==> src/rtl/bio_rr_arbiter.sv <==
`default_nettype none
// ============================================================================
//  Module   : bio_rr_arbiter
//  Purpose  : Burst-oriented round-robin arbiter sharing one valid/ready beat
//             port among NREQ requesters, with a sticky stall-timeout flag.
//  Revision : 1.0 - initial release
// ============================================================================
module bio_rr_arbiter #(
    parameter int NREQ    = 4,
    parameter int DW      = 32,
    parameter int MAXHOLD = 8,
    parameter int TIMEOUT = 1024
) (
    input  logic                    clk,
    input  logic                    resetn,
    input  logic [NREQ-1:0]         req_valid,
    input  logic [NREQ*DW-1:0]      req_data,
    input  logic [NREQ-1:0]         req_last,
    output logic [NREQ-1:0]         req_ready,
    output logic                    out_valid,
    output logic [DW-1:0]           out_data,
    output logic                    out_last,
    output logic [$clog2(NREQ)-1:0] out_src,
    input  logic                    out_ready,
    output logic                    timeout_err,
    input  logic                    err_clr
);

    localparam int IW = $clog2(NREQ);
    localparam int BW = $clog2(MAXHOLD + 1);
    localparam int SW = $clog2(TIMEOUT + 1);
    localparam int unsigned c_nreq = NREQ;
    localparam logic [BW-1:0] c_hold_last  = BW'(MAXHOLD - 1);
    localparam logic [SW-1:0] c_stall_last = SW'(TIMEOUT - 1);

    typedef enum logic [0:0] {
        ST_IDLE  = 1'b0,
        ST_GRANT = 1'b1
    } state_t;

    state_t        r_state, w_state_nxt;
    logic [IW-1:0] r_gnt, w_gnt_nxt;
    logic [IW-1:0] r_ptr, w_ptr_nxt;
    logic [BW-1:0] r_beat_cnt, w_beat_nxt;
    logic [SW-1:0] r_stall_cnt, w_stall_nxt;
    logic          r_timeout_err;
    logic          w_err_set;
    logic          w_release;

    logic [IW-1:0] w_pick;
    logic          w_any;
    logic          w_sel_valid;
    logic          w_sel_last;
    logic [DW-1:0] w_sel_data;

    // (idx + off) modulo NREQ; NREQ need not be a power of two
    function automatic logic [IW-1:0] f_wrap_inc(input logic [IW-1:0] idx,
                                                 input int unsigned   off);
        int unsigned s;
        s = 32'(idx) + off;
        if (s >= c_nreq) s = s - c_nreq;
        return s[IW-1:0];
    endfunction

    // Scan from the highest offset down so the nearest index after ptr wins
    always_comb begin
        w_pick = r_ptr;
        w_any  = 1'b0;
        for (int k = NREQ - 1; k >= 0; k--) begin
            if (req_valid[f_wrap_inc(r_ptr, unsigned'(k))]) begin
                w_pick = f_wrap_inc(r_ptr, unsigned'(k));
                w_any  = 1'b1;
            end
        end
    end

    always_comb begin
        w_sel_valid = 1'b0;
        w_sel_last  = 1'b0;
        w_sel_data  = '0;
        for (int i = 0; i < NREQ; i++) begin
            if (r_gnt == IW'(i)) begin
                w_sel_valid = req_valid[i];
                w_sel_last  = req_last[i];
                w_sel_data  = req_data[i*DW +: DW];
            end
        end
    end

    always_comb begin
        w_state_nxt = r_state;
        w_gnt_nxt   = r_gnt;
        w_ptr_nxt   = r_ptr;
        w_beat_nxt  = r_beat_cnt;
        w_stall_nxt = r_stall_cnt;
        w_err_set   = 1'b0;
        w_release   = 1'b0;
        out_valid   = 1'b0;
        out_last    = 1'b0;
        out_data    = w_sel_data;
        req_ready   = '0;

        case (r_state)
            ST_IDLE: begin
                w_stall_nxt = '0;
                if (w_any) begin
                    w_state_nxt = ST_GRANT;
                    w_gnt_nxt   = w_pick;
                    w_beat_nxt  = '0;
                end
            end
            ST_GRANT: begin
                out_valid = w_sel_valid;
                out_last  = w_sel_last;
                for (int i = 0; i < NREQ; i++) begin
                    req_ready[i] = (r_gnt == IW'(i)) & out_ready;
                end
                if (!w_sel_valid) begin
                    w_release = 1'b1;
                end else if (out_ready) begin
                    w_beat_nxt  = r_beat_cnt + BW'(1);
                    w_stall_nxt = '0;
                    if (w_sel_last || (r_beat_cnt == c_hold_last)) w_release = 1'b1;
                end else if (r_stall_cnt == c_stall_last) begin
                    // stalled beat is abandoned, not accepted
                    w_release = 1'b1;
                    w_err_set = 1'b1;
                end else begin
                    w_stall_nxt = r_stall_cnt + SW'(1);
                end
            end
            default: w_state_nxt = ST_IDLE;
        endcase

        if (w_release) begin
            w_state_nxt = ST_IDLE;
            w_ptr_nxt   = f_wrap_inc(r_gnt, 1);
        end
    end

    always_ff @(posedge clk or negedge resetn) begin
        if (!resetn) begin
            r_state       <= ST_IDLE;
            r_gnt         <= '0;
            r_ptr         <= '0;
            r_beat_cnt    <= '0;
            r_stall_cnt   <= '0;
            r_timeout_err <= 1'b0;
        end else begin
            r_state       <= w_state_nxt;
            r_gnt         <= w_gnt_nxt;
            r_ptr         <= w_ptr_nxt;
            r_beat_cnt    <= w_beat_nxt;
            r_stall_cnt   <= w_stall_nxt;
            r_timeout_err <= w_err_set | (r_timeout_err & ~err_clr);
        end
    end

    assign out_src     = r_gnt;
    assign timeout_err = r_timeout_err;

endmodule
`default_nettype wire

==> config.mk <==
export PLATFORM = sky130hd
export DESIGN_NAME = bio_rr_arbiter
export DESIGN_NICKNAME = d
export VERILOG_FILES = /design/src/rtl/bio_rr_arbiter.sv
export SDC_FILE = /design/constraint.sdc
export NUM_CORES = 1
export LEC_CHECK = 0
export ABC_AREA = 1
export BUFFER_PORTS_ARGS = -buffer_cell sky130_fd_sc_hd__buf_2
export CAP_MARGIN = 40
export CORE_MARGIN = 5
export CORE_UTILIZATION = 42
export DETAILED_ROUTE_END_ITERATION = 6
export PLACE_DENSITY = 0.82
export REMOVE_ABC_BUFFERS = 1
export SETUP_SLACK_MARGIN = 0.15
export SYNTH_ARGS = -nofsm -noshare
export SYNTH_HDL_FRONTEND = slang
export SYNTH_SLANG_ARGS = --single-unit
==> constraint.sdc <==
create_clock -name clk -period 2.5 [get_ports clk]
set_input_delay 0.5 -clock clk [delete_from_list [all_inputs] [get_ports clk]]
set_output_delay 0.5 -clock clk [all_outputs]
set_load 0.02 [all_outputs]
# == Word-level counts from Yosys, hierarchy flattened ==
# Cells that the tools add are included.
# word_totals
ff_bits,21
rom_bits,0
output_inout_bits,41
latchBits,0
mem_count,0
input_bits,140
ram_bits,0
word_cells,103
# op_classes
n_reduce_logical,5
n_lt_le_gt_ge,9
muxes,55
eq_ne,9
n_addsub,11
bitwise_logic,8
div_mod_pow,0
n_mul,0
shift,0
# ops
op,n
32-bit 2-to-1 mux,4
11-bit 2-to-1 mux,3
1-bit 2-to-1 mux,29
11-bit case mux with 2 select lines,1
2-bit 2-to-1 mux,9
4-bit 2-to-1 mux,4
3-bit greater-or-equal comparator (second input constant),4
2-bit by 3-bit less-than comparator with 1-bit output (second input constant),4
11-bit by 1-bit adder with 11-bit output (second input constant),1
11-bit by 10-bit == test with 1-bit output (second input constant),1
2-bit by 1-bit subtractor with 2-bit output (second input constant),5
1-bit binary-select mux with 2-bit select,4
4-bit case mux with 2 select lines,1
2-bit by 1-bit adder with 3-bit output (second input constant),2
2-bit by 2-bit adder with 3-bit output (second input constant),2
1-bit bitwise AND,5
4-bit by 1-bit adder with 4-bit output (second input constant),1
2-bit == test (second input constant),2
4-bit by 3-bit == test with 1-bit output (second input constant),1
2-bit != test (second input constant),2
2-bit AND reduction,2
2-bit by 3-bit greater-or-equal comparator with 1-bit output (second input constant),1
3-bit != test (second input constant),1
3-bit AND reduction,1
6 further kinds,7

# == Depth between registers and ports, before layout ==
# Gate-level depths: netlist of run 1.
# depth
word_depth,12
depth_mapped,13
ltp_nobuf,12

# == Worst setup path before layout of run 1 ==
# Ideal clock, no wire load.
# synth_path
path_type,register to output
from,"register r_gnt[0], in the netlist out_src[0]"
to,output port out_data[28]
stages_incl_launch_ff,9
setup_slack_ns,0.140
path_buffers,2
arrival_time_ns,1.860
path_cell_list,dfrtp_1 inv_1 ha_1 buf_2 clkbuf_1 nand3_1 nand2_1 o21ai_0 o21ai_0
# synth_via
elab_chain_len,5
# synth_rtl
element,line,text
"start, declared",42,"logic [IW-1:0] r_gnt, w_gnt_nxt;"
"start signal, assigned",151,r_gnt <= w_gnt_nxt;
2-bit zero test,82,if (r_gnt == IW'(i)) begin
32-bit 2-to-1 mux (3 in a row),82,
32-bit 2-to-1 mux (*),82,
"end, declared",21,"output logic [DW-1:0] out_data,"
# Every way passes the cells marked *; elsewhere a longest branch is shown, timed or not.

# == Final worst setup path of run 1 ==
# layout_path
from,"register r_gnt[0], in the netlist out_src[0]"
to,output port out_data[8]
# Same word-level chain as after synthesis.

==> impl_metrics.toml, run 1 <==
[outcome]
status = "complete, but fails checks"
violations = "DRC"

[setup_path]
cp_common_cell = "a21oi_1"
timing.rr.end = "r_ptr[0]$_DFFE_PN0P_"
r2r_slack_ps = 470
crit_fanout = 11
path_buf_inv = 5
crit_required_ps = 2000
path_cells = "inv_4 -> buf_12 -> ha_4 -> buf_4 -> clkbuf_16 -> a21oi_1 -> a21oi_1 -> buf_2"
worst-path-stages = 8
ff2ff_path_depth = 13
worst_setup_path_end_kind = "output pin"
critPathSlowestCell = "dfrtp_2"
cp.arrival_ps = 1790
crit_family = "buffers and inverters"
worst_setup_path_start_kind = "register"
slowest_delay_ps = 470
worst-setup-path-type = "reg2out"
r2r_start = "out_src[0]$_DFFE_PN0P_"

[detailed_routing]
ant_nets = 0
drt_iter0_drc = 234
drc = 3
wire_per_inst_um = 15.79
wirelength_um = 11150
via_per_inst = 5.370
dr.pass1.iters = 7
via_count = 3791

[grt]
overflow = 0
grtUsageTotal_pct = 25.86
grt_pass1_wl_um = 16080
grt_max_degree = 28
grt_antenna_before_repair = 0
grt_pass1_vias = 3267

[power]
p_total_mw = 5.401
p_leak_nw = 2.140
p_per_area_nw_per_um2 = 1361
vdd_ir_drop_max_mv = 0.7313

[sta]
finalSetupTns_ps = 0
fin_ws_ps = 208.1
worst_slew_margin_rel_pct = 68.49
setup_viol = 0
max_clock_freq_mhz = 436.3
tightest_slew_ps = 472.7
fin_skew_ps = 4.492
min_period_ps = 2292
fin_crit_sh_pct = 91.68
hold_viol = 0
rsz0062_at_grt = "yes"
whs_ps = 180.7
slew_viol_final = 0

[clock_tree]
cts.path.max_buffers = 2
cts_inserted_buffers = 3
clock-sinks = 21
cts_hold_buf = 0
cts_root_buf = "clkbuf_8"
cts_tree = "built"
clock_latency_ps = 260
clk_pin_slew_worst_paths_ps = 80
h-tree-depth = 1

[yosys]
synthXorXnorAreaFrac_pct = 0.6750
yosys_warnings = 0
synth_edf_count = 0
synth-seq-cells = 21
synth_largest_area_cell = "nand2_1"
synth.area.top_cells = "nand2_1 (21%), dfrtp_1 (20%), a21oi_1 (10%), o211ai_1 (9.0%), nor2_1 (6.9%)"
synth_mux_area_share_pct = 0
synth_cells = 452
syn_area_per_cell_um2 = 5.741
yosys.area_share.adder_pct = 2.893
yosysSeqAreaShare_pct = 20.25
synth-compound-area-share_pct = 27.19
synth_simple_gate_area_share_pct = 38.91
synth_top_flop_cell = "dfrtp_1"
synth_top_area_share_pct = 20.54
yosysUniqueCellTypes = 32
async_flop_share_pct = 100.0
synth_area_um2 = 2595
synth_top_family_by_area = "simple AND/OR/NAND/NOR gates"

[floorplan]
num_rows = 28
dieArea_um2 = 7851
dieHeight_um = 88.61
core_um2 = 5956
die_w_um = 88.61
io_pins = 181
initial_utilization_pct = 43.57

[finish]
final_cells = 706
area_delta_synth_final_pct = 52.94
multiInputGateArea_um2 = 1871
layout-drive-gt1-share_pct = 37.72
final_cell_mix = "buf_2 (164), nand2_1 (140), a21oi_1 (53), nor2_1 (47), o211ai_1 (31)"
register_area_um2 = 528.0
antenna_cells = 0
fin_nets = 778
layout_commonest_cell = "buf_2"
nFillCells = 533
fin_util_pct = 66.64
fin_area_um2 = 3969

[placement]
dpl.cell_count = 691
io_buffers = 180
globalplace.congestion = 1.034
dp_slack_ps = 264.5
post-dp-hpwl_um = 8592
placed_area_um2 = 3580

[run]
cap_viol_max_count = 0

[hold_path]
min_path_type = "in2async"
## cell type report
type,count,area share [%]
Inverter,34,3.657
Sequential cell,21,13.30
Clock buffer,3,1.040
Multi-Input combinational cell,368,47.13
Tap cell,75,2.364
Clock inverter,1,0.1261
Timing Repair Buffer,204,32.38
## registers in the layout (all words and copies together), names as in the netlist
| register | count |
|---|---|
| r_ptr | 2 |
| r_state | 1 |
| r_stall_cnt | 11 |
| timeout_err | 1 |
| out_src | 2 |
| r_beat_cnt | 4 |
## synth_stat cells, types with 5 or more instances
cell type  number
inv_1          31
nor2_1         48
nand3_1        28
clkbuf_1       18
o211ai_1       31
a21oi_1        54
o21ai_1        10
o21ai_0        19
dfrtp_1        21
ha_1            6
nand2_1       142
nor3_1          5
## report_power, final
| group | switching [mW] | total (mW) | internal [mW] |
|---|---|---|---|
| clock network | 0.116 | 0.227 | 0.111 |
| logic | 2.72 | 4.62 | 1.90 |
| registers | 0.135 | 0.554 | 0.419 |
| total | 2.97 | 5.40 | 2.43 |
## kinds of logic after synthesis
kind of cell	after synthesis
AO/OA/AOI/OAI	120
XOR/XNOR	2
adder cells (fa/ha/maj)	6
buffers and inverters	63
flip-flops	21
AND/OR/NAND/NOR	240
## per-layer routing
metal	vias to the layer above	GRT usage [%]	wire length (um)
met5	-	0	0
li1	1872	-	-
met1	1708	33.81	4325
met2	172	45.14	5560
met4	0	8.242	382
met3	39	2.048	879
## worst max-delay path by stage
| stage | endpoint | slack, ps | startpoint |
|---|---|---|---|
| floorplan | out_last | -310 | out_src[1]$_DFFE_PN0P_ |
| global placement | out_data[4] | 310 | out_src[1]$_DFFE_PN0P_ |
| detailed placement | out_data[11] | 260 | out_src[1]$_DFFE_PN0P_ |
| CTS | out_valid | 160 | out_src[0]$_DFFE_PN0P_ |
| global route | out_data[15] | 100 | out_src[1]$_DFFE_PN0P_ |
| finish | out_data[8] | 210 | out_src[0]$_DFFE_PN0P_ |
## worst register-to-register path, delay by kind of cell, from the launching register on
kind            cells  cell delay, ps
buf+inv             5             630
flops               1             450
compound gates      3             330
simple gates        4             330
fa+ha+maj           1             170
## repair_timing
| item | in CTS | in global routing |
|---|---|---|
| gates cloned | 1 | 3 |
| buffers inserted | 1 | 6 |
| pin swaps | 0 | 12 |
| gates resized for setup | 19 | 51 |
| setup endpoints to repair | 34 | 34 |
Note: power is estimated with default switching activity, not from simulation.
==> run 2, diff against run 1 <==
BUFFER_PORTS_ARGS = -buffer_cell sky130_fd_sc_hd__buf_4   (was -buffer_cell sky130_fd_sc_hd__buf_2)
CORE_UTILIZATION = 46   (was 42)
PLACE_DENSITY = 0.88   (was 0.82)
clock period = 2.73 ns   (was 2.5 ns; I/O delays follow)
==> run 2 against run 1 <==
Compared with the run above: highest routed layer unchanged; first-iteration DRC count decreased by 9.8%; global-route usage increased by 4.3 points; total power decreased by 13%; final area increased by 3.8%; clock power decreased by 8.8%; routed wire length increased by 4.4%; the run now ends clean; sequential cell count unchanged.
==> impl_metrics.toml, run 2 (synthesized netlist as in run 1, its figures left out) <==
[finish]
fin_area_um2 = 4118
final_cell_mix = "buf_4 (187), nand2_1 (142), a21oi_1 (54), nor2_1 (47), o211ai_1 (31)"
layout-drive-gt1-share_pct = 34.89
antenna_cells = 0
top_regs = "r_stall_cnt: 11 flops, r_beat_cnt: 4 flops"
fin_util_pct = 74.78
regMostFlops = "r_stall_cnt"
nFillCells = 466
fin_nets = 766
final_cells = 691
layout_commonest_cell = "buf_4"
largest_reg_flops = 11
area_delta_synth_final_pct = 58.68

[setup_path]
r2r_slack_ps = 520
crit_fanout = 26
worst_setup_path_end_kind = "output pin"
critPathSlowestCell = "dfrtp_1"
worst-setup-path-type = "reg2out"
timing.rr.end = "r_stall_cnt[0]$_DFFE_PN0P_"
slowest_delay_ps = 440
r2r_start = "out_src[0]$_DFFE_PN0P_"
cp.arrival_ps = 1920
crit_required_ps = 2180
worst_setup_path_start_kind = "register"
worst_setup_path_endpoint = "out_data[13]"
path_cells = "ha_1 -> inv_2 -> buf_12 -> nor2_1 -> o21ai_0 -> o211ai_1 -> nand2_1 -> buf_4"
ff2ff_path_depth = 10
worstSetupStartpoint = "out_src[0]$_DFFE_PN0P_"

[grt]
grt_antenna_before_repair = 0
grt_max_degree = 52
grt_pass1_vias = 3508
grtUsageTotal_pct = 30.17
grt_pass1_wl_um = 17710
overflow = 0

[clock_tree]
clock-sinks = 21
clk_pin_slew_worst_paths_ps = 70
cts_inserted_buffers = 3
cts_hold_buf = 0
clock_latency_ps = 270
cts_root_buf = "clkbuf_8"
cts_tree = "built"
cts.path.max_buffers = 2
h-tree-depth = 1

[detailed_routing]
wire_per_inst_um = 16.84
via_per_inst = 5.462
wl_met3_um = 886
wirelength_um = 11640
drc = 0
top_layer_used = "met4"
wl_met1_um = 4593
met2WireLength_um = 5697
via_count = 3774
dr.pass1.iters = 5
ant_nets = 0
drt_iter0_drc = 211

[floorplan]
die_w_um = 85.11
dieHeight_um = 85.11
initial_utilization_pct = 47.13
dieArea_um2 = 7244
io_pins = 181
core_um2 = 5507
num_rows = 27

[placement]
dpl.cell_count = 684
post-dp-hpwl_um = 9053
globalplace.congestion = 0.9731
io_buffers = 180
placed_area_um2 = 3996

[sta]
whs_ps = 153.5
hold_viol = 0
max_clock_freq_mhz = 405.6
worst_slew_margin_rel_pct = 69.74
fin_skew_ps = 3.018
min_period_ps = 2466
tightest_slew_ps = 453.4
rsz0062_at_grt = "yes"
slew_viol_final = 0
setup_viol = 0
fin_crit_sh_pct = 90.32

[hold_path]
min_path_type = "in2async"

[run]
cap_viol_max_count = 0

[outcome]
status = "completed"

[power]
vdd_ir_drop_max_mv = 0.7469
intPower_mw = 2.080
switching_share_pct = 55.75
p_per_area_nw_per_um2 = 1141
power.share.clock_pct = 4.4
power_frac_seq_pct = 10.3
pwr-share-comb_pct = 85.3
p_leak_nw = 2.162
p_sw_mw = 2.620
run 2: cell count changes in the layout (fill, tap and decap cells not counted), sizes merged:
cell	delta
buf	-11
clkbuf	-1
run 2: worst min-delay path by stage:
stage | startpoint | end | cells after the start
global route | resetn | r_stall_cnt[6]$_DFFE_PN0P_ | 1
finish | resetn | r_stall_cnt[5]$_DFFE_PN0P_ | 1
global placement | resetn | r_stall_cnt[6]$_DFFE_PN0P_ | 1
floorplan | resetn | out_src[0]$_DFFE_PN0P_ | 0
CTS | resetn | r_stall_cnt[5]$_DFFE_PN0P_ | 1
detailed placement | resetn | r_stall_cnt[4]$_DFFE_PN0P_ | 1
run 2: critical path: cells and delay by family, from the launching register on:
family	cells	cell delay [ps]
adders and majority gates	1	240
buffers and inverters	3	490
DFF	1	440
and+or+nand+nor	2	160
AOI/OAI and AO/OA	2	320
run 2: power by group through the flow:
| stage | Combinational (mW) | Clock, mW | Sequential, mW |
|---|---|---|---|
| after floorplan | 2.34 | 0 | 0.483 |
| after global routing | 4.38 | 0.224 | 0.492 |
| after global placement | 3.78 | 0 | 0.486 |
| final | 4.01 | 0.207 | 0.484 |
| after detailed placement | 3.83 | 0 | 0.493 |
| after CTS | 3.87 | 0.209 | 0.486 |
run 2: layout make-up:
type                            instances  area (um2)  area share, %
Timing Repair inverter                  1       5.005         0.1215
Multi-Input combinational cell        368        1836          44.58
Timing Repair Buffer                  191        1484          36.04
Tap cell                               72       90.09          2.188
Sequential cell                        21       525.5          12.76
Inverter                               34       132.6          3.221
Clock buffer                            4       45.04          1.094
run 2: per-stage QoR:
stage	power (mW)	setup slack (ps)	setup TNS, ps
2_1_floorplan	2.818	-121.3	-665.2
3_3_place_gp	4.267	440.1	0
3_5_place_dp	4.323	334.8	0
4_1_cts	4.562	164.6	0
5_1_grt	5.093	137.6	0
6_report	4.700	264.3	0
run 2: timing repair:
item | 4_1_cts | 5_1_grt
buffers inserted | 0 | 1
cloned | 0 | 2
gates resized for setup | 3 | 7
endpoints found under the setup margin | 21 | 22
run 2: metal layers:
metal  vias to the layer above  track usage [%]
met5                         -                0
met4                         0            11.80
met3                        36            3.689
met2                       182            51.34
met1                      1719            38.67
li1                       1837                -
==> run 3, diff against run 2 <==
--- a/config.mk
+++ b/config.mk
@@ -13,4 +13,5 @@
 export DETAILED_ROUTE_END_ITERATION = 6
 export PLACE_DENSITY = 0.88
+export RECOVER_POWER = 100
 export REMOVE_ABC_BUFFERS = 1
 export SETUP_SLACK_MARGIN = 0.15
==> constraint.sdc (replaced) <==
create_clock -name clk -period 2.73 [get_ports clk]
set_input_delay 0.273 -clock clk [delete_from_list [all_inputs] [get_ports clk]]
set_output_delay 0.273 -clock clk [all_outputs]
set_load 0.02 [all_outputs]
==> run 3 against run 2 <==
Compared with the run above: critical path depth is 2 higher; clock power hardly changed; final area is 4.1% lower; final cell count stayed put; largest power group unchanged; count of clock-buffer cells in the layout is 1 lower; die area stayed put; global-route usage is 0.44 points lower; clock skew is 1.4 ps lower.
==> impl_metrics.toml, run 3 (synthesized netlist as in run 1, its figures left out) <==
[floorplan]
io_pins = 181
num_rows = 27
core_um2 = 5507
dieArea_um2 = 7244
initial_utilization_pct = 47.13
die_w_um = 85.11
dieHeight_um = 85.11

[detailed_routing]
wirelength_um = 11730
ant_nets = 0
dr.pass1.iters = 5
drt_iter0_drc = 200
wire_per_inst_um = 16.98
via_per_inst = 5.569
via_count = 3848
drc = 0

[setup_path]
critPathSlowestCell = "dfrtp_1"
path_cells = "inv_1 -> ha_1 -> buf_4 -> inv_2 -> buf_12 -> nor2_1 -> o21ai_0 -> o211ai_1 -> nand2_1 -> clkbuf_1"
timing.rr.end = "r_beat_cnt[3]$_DFFE_PN0P_"
r2r_slack_ps = 330
worst_setup_path_start_kind = "register"
ff2ff_path_depth = 11
crit_family = "buffers and inverters"
crit_required_ps = 2460
worst_setup_path_end_kind = "output pin"
path_buf_inv = 5
cp.arrival_ps = 2300
slowest_delay_ps = 430
r2r_start = "out_src[1]$_DFFE_PN0P_"
worst-setup-path-type = "reg2out"
crit_fanout = 25

[finish]
nFillCells = 506
layout-drive-gt1-share_pct = 28.76
top_regs = "r_stall_cnt: 11 flops, r_beat_cnt: 4 flops"
fin_nets = 766
largest_reg_flops = 11
antenna_cells = 0
final_cell_mix = "buf_4 (157), nand2_1 (143), a21oi_1 (54), nor2_1 (49), inv_1 (32)"
layout_commonest_cell = "buf_4"
regMostFlops = "r_stall_cnt"
area_delta_synth_final_pct = 52.17

[grt]
top_usage_layer = "met2"
grt_pass1_vias = 3529
overflow = 0
gr-usage-met1_pct = 36.90
gr-usage-met3_pct = 4.563
grt_use_met2_pct = 52.33
grtUsageTotal_pct = 29.73
grt_pass1_wl_um = 17570
grt_antenna_before_repair = 0
grt_max_degree = 51

[outcome]
status = "completed"

[sta]
fin_crit_sh_pct = 94.18
worst_slew_margin_rel_pct = 24.59
max_clock_freq_mhz = 388.9
rsz0062_at_grt = "no"
slew_viol_final = 0
hold_viol = 0
min_period_ps = 2571
tightest_slew_ps = 1131
fin_skew_ps = 1.579
finalSetupTns_ps = 0
setup_viol = 0

[power]
p_total_mw = 4.263
p_per_area_nw_per_um2 = 1080
p_leak_nw = 2.042
vdd_ir_drop_max_mv = 0.6197

[clock_tree]
post_cts_resized = 0
clock_latency_ps = 260
cts_tree = "built"
cts.path.max_buffers = 2
clk_pin_slew_worst_paths_ps = 80
cts_inserted_buffers = 3
cts_root_buf = "clkbuf_8"
clock-sinks = 21
h-tree-depth = 1

[hold_path]
worstHoldPathCells = 2
hold_start = "err_clr"
holdPathEnd = "timeout_err$_DFF_PN0_"
min_path_type = "in2reg"

[placement]
globalplace.congestion = 0.9745
io_buffers = 180
post-dp-hpwl_um = 9120

[run]
cap_viol_max_count = 0
-- run 3: worst max path at each step --
stage,startpoint,end,cells past startpoint
CTS,out_src[0]$_DFFE_PN0P_,out_data[13],7
floorplan,out_src[1]$_DFFE_PN0P_,r_ptr[0]$_DFFE_PN0P_,8
detailed placement,out_src[0]$_DFFE_PN0P_,r_stall_cnt[2]$_DFFE_PN0P_,10
global route,out_src[1]$_DFFE_PN0P_,out_data[15],6
finish,out_src[1]$_DFFE_PN0P_,out_data[23],10
global placement,out_src[1]$_DFFE_PN0P_,out_data[28],10
-- run 3: worst reg2reg max path, stage by stage (launching register included) --
cell	delay, ps
dfrtp_1	430
inv_1	90
ha_1	200
buf_4	190
inv_2	190
o21ai_2	80
o21ai_2	170
nand2_1	150
o21ai_0	390
nand2_1	210
nand2_1	130
nand2_1	60
-- run 3: final cells by class --
class,count,area (um2),share of cell area [%]
sequential,21,525.5,13.31
tap,72,90.09,2.281
timing repair buffer,192,1356,34.35
inverter,34,128.9,3.264
multi-input combinational,368,1799,45.56
clock buffer,3,41.29,1.046
clock inverter,1,7.507,0.1901
-- run 3: where the power goes --
group / switching (mW) / internal, mW / leakage [nW]
clock network: 0.106 / 0.103 / 0.0217
logic: 2.36 / 1.20 / 1.74
registers: 0.116 / 0.381 / 0.281
total: 2.58 / 1.68 / 2.04
-- run 3: metrics by stage --
| stage | std cells | util (%) | hold WS [ps] | instance area [um2] | worst slack, ps |
|---|---|---|---|---|---|
| after global placement | 685 | 72.48 | 167.9 | 3991 | 645.8 |
| after CTS | 690 | 73.55 | 192.0 | 4050 | 317.2 |
| after floorplan | 423 | - | -22.59 | 2462 | 110.5 |
| after global routing | 691 | 71.71 | 196.4 | 3949 | 82.00 |
| final | 691 | 71.71 | 194.1 | 3949 | 158.8 |
| after detailed placement | 685 | 72.48 | 170.9 | 3991 | 584.1 |
-- run 3: metal layers --
layer	share of wire (%)	wire length (um)
met1	39	4534
met2	48	5655
met3	9.2	1076
met4	4.0	465
met5	0	0
-- run 3: repair_timing --
action                                  4_1_cts  5_1_grt
setup buffers                                 0        0
hold endpoints to repair                     21        0
hold buffers                                  1        0
endpoints found under the setup margin        0        1
